===== config.mk =====
export PLATFORM = sky130hd
export DESIGN_NAME = i2s_rx_sample
export DESIGN_NICKNAME = d
export VERILOG_FILES = /design/src/rtl/i2s_rx_sample.sv
export SDC_FILE = /design/constraint.sdc
export NUM_CORES = 1
export LEC_CHECK = 0
export ABC_AREA = 1
export CAP_MARGIN = 0
export CORE_UTILIZATION = 50
export CTS_CLUSTER_DIAMETER = 100
export DETAILED_ROUTE_END_ITERATION = 10
export PLACE_DENSITY = 0.71
export SYNTH_ARGS = -nofsm -noshare
export SYNTH_HDL_FRONTEND = slang
export SYNTH_SLANG_ARGS = --single-unit

===== constraint.sdc =====
create_clock -name pwm_clk -period 3.1 [get_ports pwm_clk]
set_input_delay 0.62 -clock pwm_clk [delete_from_list [all_inputs] [get_ports pwm_clk]]
set_output_delay 0.62 -clock pwm_clk [all_outputs]
set_load 0.01 [all_outputs]

===== src/rtl/i2s_rx_sample.sv =====
// ---------------------------------------------------------------------------
// i2s_rx_sample
//   I2S slave receiver and sample formatter feeding a 12-bit PWM DAC.
//   BCLK/LRCK/SDATA are oversampled on pwm_clk (>= 4x BCLK). Each input goes
//   through a 2-FF synchronizer, and all I2S logic acts only on a detected BCLK
//   rise. The selected channel (left, right or mono mix) is converted from
//   signed two's complement to an unsigned offset-binary duty word.
//
// Ports
//   pwm_clk       in   1          only clock
//   Reset_n       in   1          asynchronous, active-low reset
//   i2s_bclk      in   1          I2S bit clock (asynchronous to pwm_clk)
//   i2s_lrck      in   1          I2S word select, 0 = left, 1 = right
//   i2s_sdata     in   1          I2S serial data, MSB first, one-bit delayed
//   din_out       out  OUT_WIDTH  unsigned duty word for the DAC
//   sample_valid  out  1          one-cycle pulse when din_out takes a new value
//   frame_err     out  1          one-cycle pulse when a word is cut short
//   o_dbg_state   out  2          receiver FSM state (IDLE/SKIP/SHIFT/DONE)
//
// Output handshake: sample_valid is a plain valid qualifier with no ready.
// It is high for exactly one pwm_clk cycle, in the same cycle din_out first
// shows the new word; the sink must accept every pulse. din_out holds its
// value between pulses.
// ---------------------------------------------------------------------------
module i2s_rx_sample #(
    parameter int SAMPLE_WIDTH = 16,
    parameter int OUT_WIDTH    = 12,
    parameter int CHANNEL_SEL  = 0
) (
    input  logic                 pwm_clk,
    input  logic                 Reset_n,
    input  logic                 i2s_bclk,
    input  logic                 i2s_lrck,
    input  logic                 i2s_sdata,
    output logic [OUT_WIDTH-1:0] din_out,
    output logic                 sample_valid,
    output logic                 frame_err,
    output logic [1:0]           o_dbg_state
);

    localparam int                   CW       = $clog2(SAMPLE_WIDTH + 1);
    localparam logic [CW-1:0]        LAST_CNT = CW'(SAMPLE_WIDTH);
    localparam logic [OUT_WIDTH-1:0] MIDSCALE = OUT_WIDTH'(1) << (OUT_WIDTH - 1);

    typedef enum logic [1:0] {
        S_IDLE  = 2'd0,
        S_SKIP  = 2'd1,
        S_SHIFT = 2'd2,
        S_DONE  = 2'd3
    } state_t;

    // Synchronizers: index 0 = sync1, 1 = sync2, 2 = sync3 (BCLK only).
    logic [2:0]              r_bclk_sync;
    logic [1:0]              r_lrck_sync;
    logic [1:0]              r_sdata_sync;

    state_t                  r_state;
    logic                    r_primed;   // lrck_q holds a real sample
    logic                    r_lrck_q;
    logic                    r_ch_id;
    logic [CW-1:0]           r_cnt;
    logic [SAMPLE_WIDTH-2:0] r_shift;
    logic [SAMPLE_WIDTH-1:0] r_left;
    logic [SAMPLE_WIDTH-1:0] r_right;
    logic                    r_upd;
    logic                    r_frame_err;
    logic                    r_valid;
    logic [OUT_WIDTH-1:0]    r_din;

    logic                    w_rise;
    logic                    w_lrck_s;
    logic                    w_sdata_s;
    logic                    w_lr_change;
    logic                    w_trigger;
    logic [CW-1:0]           w_cnt_next;
    logic [SAMPLE_WIDTH-1:0] w_shift_next;
    logic [SAMPLE_WIDTH:0]   w_mix_sum;
    logic [SAMPLE_WIDTH-1:0] w_mix;
    logic [SAMPLE_WIDTH-1:0] w_sel;
    logic [OUT_WIDTH-1:0]    w_fmt;
    logic                    w_unused;

    assign w_rise       = r_bclk_sync[1] & ~r_bclk_sync[2];
    assign w_lrck_s     = r_lrck_sync[1];
    assign w_sdata_s    = r_sdata_sync[1];
    // The first rise after reset only loads lrck_q, so a stale reset value
    // of lrck_q can never fake a word boundary in the middle of a slot.
    assign w_lr_change  = r_primed & (w_lrck_s != r_lrck_q);
    assign w_cnt_next   = r_cnt + 1'b1;
    assign w_shift_next = {r_shift, w_sdata_s};
    assign w_trigger    = (CHANNEL_SEL == 0) ? ~r_ch_id : r_ch_id;

    // Mono: sign-extend both words by one bit, add, drop the LSB (>>> 1).
    assign w_mix_sum = {r_left[SAMPLE_WIDTH-1], r_left} + {r_right[SAMPLE_WIDTH-1], r_right};
    assign w_mix     = w_mix_sum[SAMPLE_WIDTH:1];
    assign w_sel     = (CHANNEL_SEL == 0) ? r_left :
                       (CHANNEL_SEL == 1) ? r_right : w_mix;
    // Top OUT_WIDTH bits, truncated; flipping the sign bit gives offset binary.
    assign w_fmt     = w_sel[SAMPLE_WIDTH-1 -: OUT_WIDTH] ^ MIDSCALE;
    assign w_unused  = ^{w_mix_sum[0], w_sel};

    always_ff @(posedge pwm_clk or negedge Reset_n) begin
        if (!Reset_n) begin
            r_bclk_sync  <= '0;
            r_lrck_sync  <= '0;
            r_sdata_sync <= '0;
        end else begin
            r_bclk_sync  <= {r_bclk_sync[1:0], i2s_bclk};
            r_lrck_sync  <= {r_lrck_sync[0], i2s_lrck};
            r_sdata_sync <= {r_sdata_sync[0], i2s_sdata};
        end
    end

    // Receiver FSM. The rise on which LRCK changes carries the previous word's
    // LSB (I2S one-bit delay), so SKIP is entered on that rise and the next
    // rise already shifts the new word's MSB.
    always_ff @(posedge pwm_clk or negedge Reset_n) begin
        if (!Reset_n) begin
            r_state     <= S_IDLE;
            r_primed    <= 1'b0;
            r_lrck_q    <= 1'b0;
            r_ch_id     <= 1'b0;
            r_cnt       <= '0;
            r_shift     <= '0;
            r_left      <= '0;
            r_right     <= '0;
            r_upd       <= 1'b0;
            r_frame_err <= 1'b0;
        end else begin
            r_upd       <= 1'b0;
            r_frame_err <= 1'b0;
            if (w_rise) begin
                r_lrck_q <= w_lrck_s;
                r_primed <= 1'b1;
                case (r_state)
                    S_IDLE: begin
                        if (w_lr_change) begin
                            r_ch_id <= w_lrck_s;
                            r_cnt   <= '0;
                            r_state <= S_SKIP;
                        end
                    end
                    S_SKIP, S_SHIFT: begin
                        r_shift <= w_shift_next[SAMPLE_WIDTH-2:0];
                        if (w_cnt_next == LAST_CNT) begin
                            // Word complete; a coincident LRCK edge still
                            // counts as complete and starts the next word.
                            if (r_ch_id) begin
                                r_right <= w_shift_next;
                            end else begin
                                r_left  <= w_shift_next;
                            end
                            r_upd <= w_trigger;
                            if (w_lr_change) begin
                                r_ch_id <= w_lrck_s;
                                r_cnt   <= '0;
                                r_state <= S_SKIP;
                            end else begin
                                r_state <= S_DONE;
                            end
                        end else if (w_lr_change) begin
                            // Truncated word: discard it and resync.
                            r_frame_err <= 1'b1;
                            r_ch_id     <= w_lrck_s;
                            r_cnt       <= '0;
                            r_state     <= S_SKIP;
                        end else begin
                            r_cnt   <= w_cnt_next;
                            r_state <= S_SHIFT;
                        end
                    end
                    S_DONE: begin
                        if (w_lr_change) begin
                            r_ch_id <= w_lrck_s;
                            r_cnt   <= '0;
                            r_state <= S_SKIP;
                        end
                    end
                    default: r_state <= S_IDLE;
                endcase
            end
        end
    end

    // Output stage: one cycle after the channel register latches.
    always_ff @(posedge pwm_clk or negedge Reset_n) begin
        if (!Reset_n) begin
            r_din   <= MIDSCALE;
            r_valid <= 1'b0;
        end else begin
            r_valid <= r_upd;
            if (r_upd) begin
                r_din <= w_fmt;
            end
        end
    end

    assign din_out      = r_din;
    assign sample_valid = r_valid;
    assign frame_err    = r_frame_err;
    assign o_dbg_state  = r_state;

endmodule


**Yosys cells after proc, flatten, opt, wreduce, memory -nomap -nowiden**

Cells that the tools add are included.

- Output and inout bits: 16
- Bits in registers: 63
- Word-level logic and storage cells: 53
- Bits of input ports: 5

- $add $sub $neg: 1
- Multiplexer cells: 18
- Equal/unequal tests: 7
- Bitwise gates (word level): 5
- Reduce and logical (&&, ||, !) cells: 8

Operator list:

| kind | count |
|---|---|
| $mux 5 | 3 |
| $pmux 5 s2 | 1 |
| $mux 1 | 9 |
| $mux 2 | 4 |
| $reduce_and 2->1 | 3 |
| $add 5x1->5 const B | 1 |
| $eq 5x5->1 const B | 1 |
| $eq 2x2->1 const B | 2 |
| $ne 2x1->1 const B | 2 |
| $pmux 2 s2 | 1 |
| $reduce_and 4->1 | 1 |
| $reduce_or 2->1 | 2 |
| $reduce_or 4->1 | 1 |
| $not 1->1 | 3 |
| $and 1x1->1 | 2 |
| $eq 2x1->1 const B | 1 |
| $logic_not 2->1 | 1 |
| $ne 1x1->1 | 1 |

**Logic depth before layout (Yosys ltp)**

Gate-level depths: netlist of the first run.

- Depth in word-level cells: 6
- Mapped depth: 10
- Mapped depth without buffers: 9

**Worst setup path before layout of the first run**

Ideal clock, no wire load.

- Path type: register -> register
- Start point: reg r_state[0], in the netlist o_dbg_state[0]
- End point: reg r_left[10]
- Buffers on the path: 1
- Slack: 1.593 ns
- Setup time: 0.116 ns
- Period minus slack after synthesis: 1.507 ns
- Stages on the path, launching flop included: 10
- Arrival: 1.391 ns
- Data required time: 2.984 ns
- Cell sequence: dfrtp_1 -> inv_1 -> ha_1 -> nand2_2 -> nor2_1 -> nand2_2 -> clkinv_2 -> buf_6 -> nand2_1 -> nand2_1

- Longest elaborated chain between the ends: 3
- Elaborated cells on any way between the ends: 4
- Those cells by class: eq/ne (2); reduce/logical (2)

Ends and longest elaborated chain:

| what | line | source |
|---|---|---|
| start, declared | 57 | `state_t r_state;` |
| start signal, assigned | 119 | `r_state <= S_IDLE;` |
| start signal, assigned | 140 | `r_state <= S_SKIP;` |
| start signal, assigned | 157 | `r_state <= S_SKIP;` |
| $eq 2x1->1 or $eq 2x2->1 (tied branches) | 135 | `case (r_state)` |
| $reduce_or 2->1 * | 135 |  |
| $reduce_and 4->1 (no line) * | n/a |  |
| end signal, assigned | 151 | `r_left <= w_shift_next;` |
| end, declared | 63 | `logic [SAMPLE_WIDTH-1:0] r_left;` |

Every way passes the cells marked *; elsewhere a longest branch is shown, timed or not.
A chain may end at the register's enable or synchronous reset.

**Worst setup path in the final report of the first run**

- Start point: reg r_din[11], in the netlist din_out[11]
- End point: out din_out[11]

RTL lines:

| what | line | source |
|---|---|---|
| start, declared | 68 | `logic [OUT_WIDTH-1:0] r_din;` |
| start signal, assigned | 193 | `r_din <= w_fmt;` |
| end, declared | 35 | `output logic [OUT_WIDTH-1:0] din_out,` |

No word-level cell between the ends.

==> run summary, run 1 <==
Failing checks: DRC
Die Area: 4970 um^2
Initial DRC count: 142
Die Y: 70.5 um
Final worst slack: 1100 ps
Fin Clk Skew: 11.4 ps
Buf+Inv Stages, Crit Path: 1
Core ar.: 4440 um^2
Kind of critical path: flop to output pin
All-layer global routing usage: 19.4%
Max-slew violations: 0
CP max stage cell: dfstp_2
CTS Root Buffer Type: clkbuf_8
Slowest Stage Delay on Critical Path: 530 ps
Fmax: 500 MHz
Post-synthesis cell count: 250
Wire per inst: 11.7 um
Mapped cell area: 2350 um^2
Total CTS buffers: 9
TritonCTS clock tree: done
Synthesis-stage register bit count: 59
Area Overhead vs Synth: 18.1%
Status: complete, but fails checks
Cell Rows: 24
Initial Util: 52.8%
Routed WL: 3.90 mm
Via count: 1597
Relative slew slack: 70.9%
Reg area: 1480 um^2
Crit path time final: 2000 ps
Vias per cell: 4.80
Clk_lat worst skew: 330 ps
Clock tree sinks: 59
Final Hold Fails: 0
DPL Wire Length: 2.64 mm
Initial antenna violation count: 0
Largest net degree at the start of global routing: 24
Worst Path Required: 2480 ps
Max Cap Viol: 0
PwrDens: 673 nW/um^2
Vias in the first global route: 1564
CP Cell Sequence: clkdlybuf4s50_1
Gpl congestion: 0.744
HP Class: input port to asynchronous set/reset pin
Final Cycle Share: 64.6%
IO Port Bufs: 20
VDD IR max: 0.000424 V
I/O Pins: 21
Congestion Overflow GR: 0
Maximum fanout along the worst path: 2
Delay-heaviest family, CP: flip-flops
P_leak: 1.46 nW
Least-Margin Pin Slew: 437 ps
Detailed-route DRC error count: 6
Synth cell types: 25
CTS hold repair buffers: 0
Final core utilization: 62.3%
Multi-input logic area: 763 um^2
Post-Route Setup TNS: 0 ps
Worst setup EP type: output pin
Post-CTS Setup Bufs: 0
Worst-path clk slew: 60 ps
Worst Setup Start Kind: flop
Post-place setup slack: 1200 ps
First-pass GRT wire length: 7.22 mm
Final net count: 286
Antenna viol nets, final: 0
Worst-case clock buffer depth: 2
Syn Area/Cell: 9.38 um^2
# setup viols final: 0
Ys Warns: 0
Antenna cells: 0
Die W: 70.5 um
Post-CTS Resized: 0
Sequential area share after synthesis: 63.0%
FILL cells: 365
Layout cell share with drive strength beyond 1: 11.0%
Syn nets: 260
Worst EP arrival: 1380 ps
Pre-antenna DRT Iters: 7
Worst hold margin: 226 ps
# H-tree levels: 3
RSZ-0062 raised after global routing: no
==> area by class of cell <==
class / count / area share, %
timing repair buffer: 22 / 7.59
inverter: 16 / 2.26
tap: 52 / 2.35
clock inverter: 1 / 0.181
clock buffer: 15 / 6.73
multi-input combinational: 168 / 27.6
sequential: 59 / 53.3
==> cells in the mapped netlist <==
cell	n	area, um^2
nor2_4	2	22.5
clkinv_2	2	10.0
ha_1	5	62.6
dfrtp_1	58	1450
xnor2_1	1	8.76
a21oi_1	2	10.0
o21bai_2	1	11.3
o21ai_0	4	20.0
or2_2	1	6.26
nand4_1	2	12.5
nand3_2	2	20.0
nand3_1	7	35.0
nand2_2	4	25.0
mux2_2	1	11.3
buf_4	2	15.0
nor2_1	10	37.5
o21ai_1	3	15.0
inv_1	14	52.6
nand2_1	121	454
buf_2	1	5.00
a31oi_1	1	6.26
buf_6	1	11.3
clkbuf_1	3	11.3
dfstp_2	1	26.3
nor3_1	1	5.00
==> registers in the layout, indices dropped and copies added (netlist names), 2 cells and up <==
| signal | cells |
|---|---|
| r_bclk_sync | 3 |
| din_out | 12 |
| r_shift | 15 |
| r_sdata_sync | 2 |
| r_cnt | 5 |
| r_left | 12 |
| o_dbg_state | 2 |
| r_lrck_sync | 2 |
==> per-stage QoR <==
stage	cells	area [um^2]	total power [mW]
after floorplan	250	2350	1.13
after global routing	333	2770	1.98
after CTS	333	2770	1.89
after detailed placement	317	2580	1.23
after global placement	317	2580	1.22
final	333	2770	1.87
==> cells by family (layout without fill, tap and decap cells) <==
group                      count (synthesis)  count (layout)  synth area share [%]
muxes                                      1               1                 0.480
and+or+nand+nor                          150             150                  26.3
buffers and inverters                     23              54                  4.48
adders and majority gates                  5               5                  2.67
DFF                                       59              59                  63.0
xor gates and xnor gates                   1               1                 0.373
AOI/OAI and AO/OA                         11              11                  2.67
==> power by group <==
group          switching [mW]  leakage (nW)  internal, mW  total [mW]
Combinational           0.161         0.576         0.109       0.270
Sequential             0.0786         0.780         0.866       0.944
Clock                   0.274        0.0997         0.377       0.651
Total                   0.513          1.46          1.35        1.87
==> final timing paths <==
kind,from,end,slack [ps],cells past startpoint
worst max-delay path,din_out[11],din_out[11],1100,1
worst min-delay path,Reset_n,r_sdata_sync[0],230,1
worst max register to register,o_dbg_state[0],r_cnt[2],1210,8
worst min register to register,r_lrck_sync[0],r_lrck_sync[1],350,0
max in group asynchronous,Reset_n,din_out[11],2180,2
min in group pwm_clk,r_lrck_sync[0],r_lrck_sync[1],350,0
==> cells in the final DEF, fill, tap and decap left out, types with 4 or more instances in the layout <==
| cell | n |
|---|---|
| inv_1 | 14 |
| dfrtp_1 | 58 |
| clkbuf_8 | 13 |
| o21ai_0 | 4 |
| ha_1 | 5 |
| nor2_1 | 10 |
| nand2_2 | 4 |
| nand3_1 | 7 |
| clkdlybuf4s50_1 | 19 |
| nand2_1 | 121 |
==> per-layer routing <==
metal	track usage, %	routed length (um)	share of wire [%]
met1	25.9	1950	50
met2	28.0	1710	44
met3	5.63	145	3.7
met4	12.2	105	2.7
met5	0	0	0
Power figures use the tool's default switching activity.
==> run 2: changes to the inputs <==
--- a/config.mk
+++ b/config.mk
@@ -10,7 +10,7 @@
 export CORE_UTILIZATION = 50
 export CTS_CLUSTER_DIAMETER = 100
 export DETAILED_ROUTE_END_ITERATION = 10
-export PLACE_DENSITY = 0.71
+export PLACE_DENSITY = 0.74
 export SYNTH_ARGS = -nofsm -noshare
 export SYNTH_HDL_FRONTEND = slang
 export SYNTH_SLANG_ARGS = --single-unit
==> constraint.sdc (replaced) <==
create_clock -name pwm_clk -period 1.6 [get_ports pwm_clk]
set_input_delay 0.32 -clock pwm_clk [delete_from_list [all_inputs] [get_ports pwm_clk]]
set_output_delay 0.32 -clock pwm_clk [all_outputs]
set_load 0.01 [all_outputs]
==> run 2 against run 1 <==
The flow still finishes with violations (DRC). Register-to-register slack got worse by 1200 ps. Sequential share of layout area fell by 2.1 points. Combinational power rose by 140%. Sequential cell count did not move. Largest power group unchanged. Cell count rose by 2.4%. Die area did not move. Worst hold slack improved by 130 ps. Global-route usage fell by 0.88 points. Core utilization rose by 2.5 points. Clock skew fell by 1.4 ps. Routed wire length rose by 2.4%.
==> run summary, run 2 (synthesis gave the netlist of run 1 again) <==
Status: complete, but fails checks
Failing checks: DRC
I/O Pins: 21
Max-slew violations: 0
Worst Path Required: 1280 ps
Commonest cells after routing, fill and taps aside: 120 x nand2_1, 58 x dfrtp_1, 16 x clkdlybuf4s50_1, 13 x inv_1
VDD IR max: 0.000707 V
CTS Root Buffer Type: clkbuf_8
Crit path time final: 1550 ps
Wire per inst: 11.7 um
Slowest Stage Delay on Critical Path: 550 ps
Antenna viol nets, final: 0
CP Cell Sequence: clkdlybuf4s50_1
Cell Rows: 24
RSZ-0062 raised after global routing: yes
Worst-path clk slew: 60 ps
Post-Route Setup TNS: 0 ps
Final net count: 294
PwrDens: 1300 nW/um^2
Routed WL: 4.00 mm
Largest net degree at the start of global routing: 43
Die Y: 70.5 um
Largest register FFs: 15
Worst-case clock buffer depth: 2
Fin Clk Skew: 10.1 ps
First-pass GRT wire length: 6.87 mm
Vias per cell: 4.82
Initial DRC count: 120
Final Hold Fails: 0
Pre-antenna DRT Iters: 7
FILL cells: 359
Layout cell share with drive strength beyond 1: 15.2%
Total CTS buffers: 9
All-layer global routing usage: 18.5%
Least-Margin Pin Slew: 447 ps
Antenna cells: 0
Via count: 1644
Vias in the first global route: 1537
IO Port Bufs: 20
CP max stage cell: clkdlybuf4s50_1
Die W: 70.5 um
Largest reg by FF count: r_shift
Kind of critical path: flop to output pin
Fmax: 645 MHz
Final Cycle Share: 96.8%
P_leak: 1.51 nW
Initial Util: 52.8%
Clk_lat worst skew: 330 ps
Worst setup EP type: output pin
HP Class: flop to flop
DPL Wire Length: 2.78 mm
Area Overhead vs Synth: 22.8%
Worst Setup Start Kind: flop
Initial antenna violation count: 0
Clock tree sinks: 59
Gpl congestion: 0.735
Max Cap Viol: 0
Commonest non-fill, non-tap cell in the layout: nand2_1
Buf+Inv Stages, Crit Path: 1
Detailed-route DRC error count: 4
TritonCTS clock tree: done
Worst hold margin: 354 ps
Core ar.: 4440 um^2
Maximum fanout along the worst path: 2
# H-tree levels: 3
Total Power: 3.74 mW
Relative slew slack: 70.2%
Worst EP arrival: 1230 ps
Die Area: 4970 um^2
Congestion Overflow GR: 0
# setup viols final: 0
Delay-heaviest family, CP: buffers and inverters
[run 2: cell count changes in the layout (fill, tap and decap cells not counted), sizes merged]
cell           delta
clkdlybuf4s50     -3
clkinv            +3
clkbuf            -6
dlygate4sd3       +1
dlygate4sd2       +3
buf               +7
clkinvlp          +2
bufinv            +1
[run 2: report_power, final]
part / total (mW) / internal (mW) / switching, mW / leakage (nW)
Combinational: 0.643 / 0.287 / 0.356 / 0.636
Sequential: 1.82 / 1.68 / 0.140 / 0.780
Clock: 1.28 / 0.712 / 0.568 / 0.0950
Total: 3.74 / 2.68 / 1.06 / 1.51
[run 2: path summary, 6_finish.rpt]
kind / startpoint / end / slack [ps] / cells past startpoint
worst max-delay path: din_out[9] / din_out[9] / 50 / 1
worst min-delay path: r_bclk_sync[0] / r_bclk_sync[1] / 350 / 0
worst max register to register: r_cnt[1] / r_left[10] / 60 / 8
worst min register to register: r_bclk_sync[0] / r_bclk_sync[1] / 350 / 0
max in group asynchronous: Reset_n / r_lrck_q / 580 / 3
min in group asynchronous: Reset_n / o_dbg_state[0] / 460 / 2
[run 2: timing repair]
item,in CTS,in global routing
setup buffers,0,3
pin swaps,0,2
hold buffers,1,0
gates resized for setup,3,9
endpoints found under the hold margin,16,0
endpoints found under the setup margin,3,16
[run 2: cell type report]
class	instances	area, um^2	share of cell area [%]
Sequential cell	59	1480	51.3
Multi-Input combinational cell	168	798	27.7
Timing Repair Buffer	30	285	9.90
Clock buffer	9	124	4.30
Clock inverter	7	68.8	2.39
Tap cell	52	65.1	2.26
Inverter	16	62.6	2.17
[run 2: stage by stage]
stage | std cells | worst slack (ps) | utilization, % | cell area (um^2)
after detailed placement | 321 | 31.6 | 59.0 | 2620
after CTS | 338 | 16.1 | 63.5 | 2820
final | 341 | 50.7 | 64.8 | 2880
after floorplan | 250 | 92.8 | - | 2350
after global placement | 321 | 86.2 | 59.0 | 2620
after global routing | 341 | -23.0 | 64.8 | 2880
[run 2: routing by layer]
layer	GRT usage [%]	up-vias	part of all wire, %
met1	23.7	775	48
met2	28.0	32	48
li1	-	835	-
met3	5.34	2	3.2
met4	11.3	0	0.68
met5	0	-	0
==> run 3: changes to the inputs <==
--- a/config.mk
+++ b/config.mk
@@ -7,6 +7,7 @@
 export LEC_CHECK = 0
 export ABC_AREA = 1
 export CAP_MARGIN = 0
+export CORE_ASPECT_RATIO = 0.9
 export CORE_UTILIZATION = 50
 export CTS_CLUSTER_DIAMETER = 100
 export DETAILED_ROUTE_END_ITERATION = 10
==> run 3 against run 2 <==
The flow now finishes without violations. First-iteration DRC count increased by 5.0%. Sequential share of layout area grew 0.59 points. Via count increased by 0.43%. Critical path depth did not move. Worst hold slack worse by 5.5 ps. Cell count is 2.6% higher. Core utilization down 1.4 points. Sequential power about the same. Count of clock-buffer cells in the layout up 1. Largest power group unchanged.
==> run summary, run 3 (synthesis gave the netlist of run 1 again) <==
All-layer global routing usage: 19.1%
Largest reg by FF count: r_shift
Area Overhead vs Synth: 21.4%
Layout cell share with drive strength beyond 1: 13.9%
Routed WL: 3.89 mm
Initial DRC count: 126
VDD IR max: 0.000908 V
Number of cells on the critical path: 1
CTS Root Buffer Type: clkbuf_8
Crit path time final: 1550 ps
IO Port Bufs: 20
Wire per inst: 11.1 um
Kind of critical path: flop to output pin
# H-tree levels: 3
Worst Setup Start Kind: flop
Congestion Overflow GR: 0
Antenna cells: 0
Vias per cell: 4.72
RSZ-0062 raised after global routing: no
Maximum fanout along the worst path: 2
Clock tree sinks: 59
Core ar.: 4490 um^2
Largest register FFs: 15
Max-slew violations: 0
Final net count: 293
Total CTS buffers: 9
Worst setup EP type: output pin
Antenna viol nets, final: 0
Post-Route Setup TNS: 0 ps
Die W: 74.2 um
Initial Util: 52.3%
Largest net degree at the start of global routing: 48
Worst-path clk slew: 60 ps
Cell Rows: 23
Final instance area: 2850 um^2
First-pass GRT wire length: 6.82 mm
Die Y: 67.0 um
Commonest cells after routing, fill and taps aside: 121 x nand2_1, 58 x dfrtp_1, 16 x clkdlybuf4s50_1, 14 x inv_1
Worst R2R Path Depth: 8
P_leak: 1.48 nW
Placed Instance Area: 2630 um^2
Pre-antenna DRT Iters: 4
Final Hold Fails: 0
Max Cap Viol: 0
Via count: 1651
Worst EP arrival: 1230 ps
Fin Clk Skew: 7.90 ps
Fmax: 646 MHz
Clk_lat worst skew: 320 ps
Vias in the first global route: 1581
Status: completed
Gpl congestion: 0.802
Worst Path Required: 1280 ps
Die Area: 4970 um^2
CP max stage cell: clkdlybuf4s50_1
Delay-heaviest family, CP: buffers and inverters
HP Class: flop to flop
Relative slew slack: 76.1%
Least-Margin Pin Slew: 358 ps
Worst-case clock buffer depth: 2
TritonCTS clock tree: done
DPL Wire Length: 2.57 mm
Hold Crit Depth: 0
PwrDens: 1250 nW/um^2
Buf+Inv Stages, Crit Path: 1
I/O Pins: 21
Final Cycle Share: 96.8%
# setup viols final: 0
Initial antenna violation count: 0
Commonest non-fill, non-tap cell in the layout: nand2_1
CP Cell Sequence: clkdlybuf4s50_1
Detailed-route DRC error count: 0
Slowest Stage Delay on Critical Path: 540 ps
[run 3: repair_timing]
item,in CTS,in global routing
buffers inserted,0,3
resized for setup,4,5
hold endpoints to repair,11,0
setup endpoints to repair,4,16
hold buffers,1,0
pin swaps,0,3
[run 3: metal layers]
metal | global-route usage [%] | up-vias | wire [um]
met5 | 0 | - | 0
li1 | - | 840 | -
met1 | 25.3 | 784 | 1920
met2 | 28.0 | 25 | 1820
met4 | 10.1 | 0 | 29
met3 | 5.90 | 2 | 123
[run 3: where the power goes]
group / leakage, nW / internal [mW] / switching [mW] / total, mW
Clock: 0.0822 / 0.559 / 0.552 / 1.11
Sequential: 0.780 / 1.68 / 0.150 / 1.83
Combinational: 0.619 / 0.273 / 0.345 / 0.618
Total: 1.48 / 2.51 / 1.05 / 3.56
[run 3: stage by stage]
stage               power (mW)  std cells  hold WS [ps]  setup WS [ps]  util, %
finish                    3.56        350           348           51.2     63.5
global route              3.80        350           349           1.86     63.5
CTS                       3.54        347           351           30.1     62.5
detailed placement        2.42        330           215           40.1     58.5
global placement          2.41        330           216           90.1     58.5
floorplan                 2.19        250          24.4           92.8        -
[run 3: final timing paths]
| path | startpoint | end | slack, ps |
|---|---|---|---|
| hold / removal | r_sdata_sync[0] | r_sdata_sync[1] | 350 |
| hold reg to reg | r_sdata_sync[0] | r_sdata_sync[1] | 350 |
| setup reg to reg | r_cnt[0] | r_left[12] | 90 |
| min in group asynchronous | Reset_n | din_out[7] | 410 |
| setup / recovery | din_out[5] | din_out[5] | 50 |
| max in group asynchronous | Reset_n | r_shift[2] | 650 |
[run 3: cell type report]
class | instances | area (um^2)
Fill cell | 386 | 1640
Inverter | 16 | 62.6
Sequential cell | 59 | 1480
Clock inverter | 6 | 42.5
Timing Repair Buffer | 29 | 278
Tap cell | 62 | 77.6
Multi-Input combinational cell | 168 | 783
Clock buffer | 10 | 128
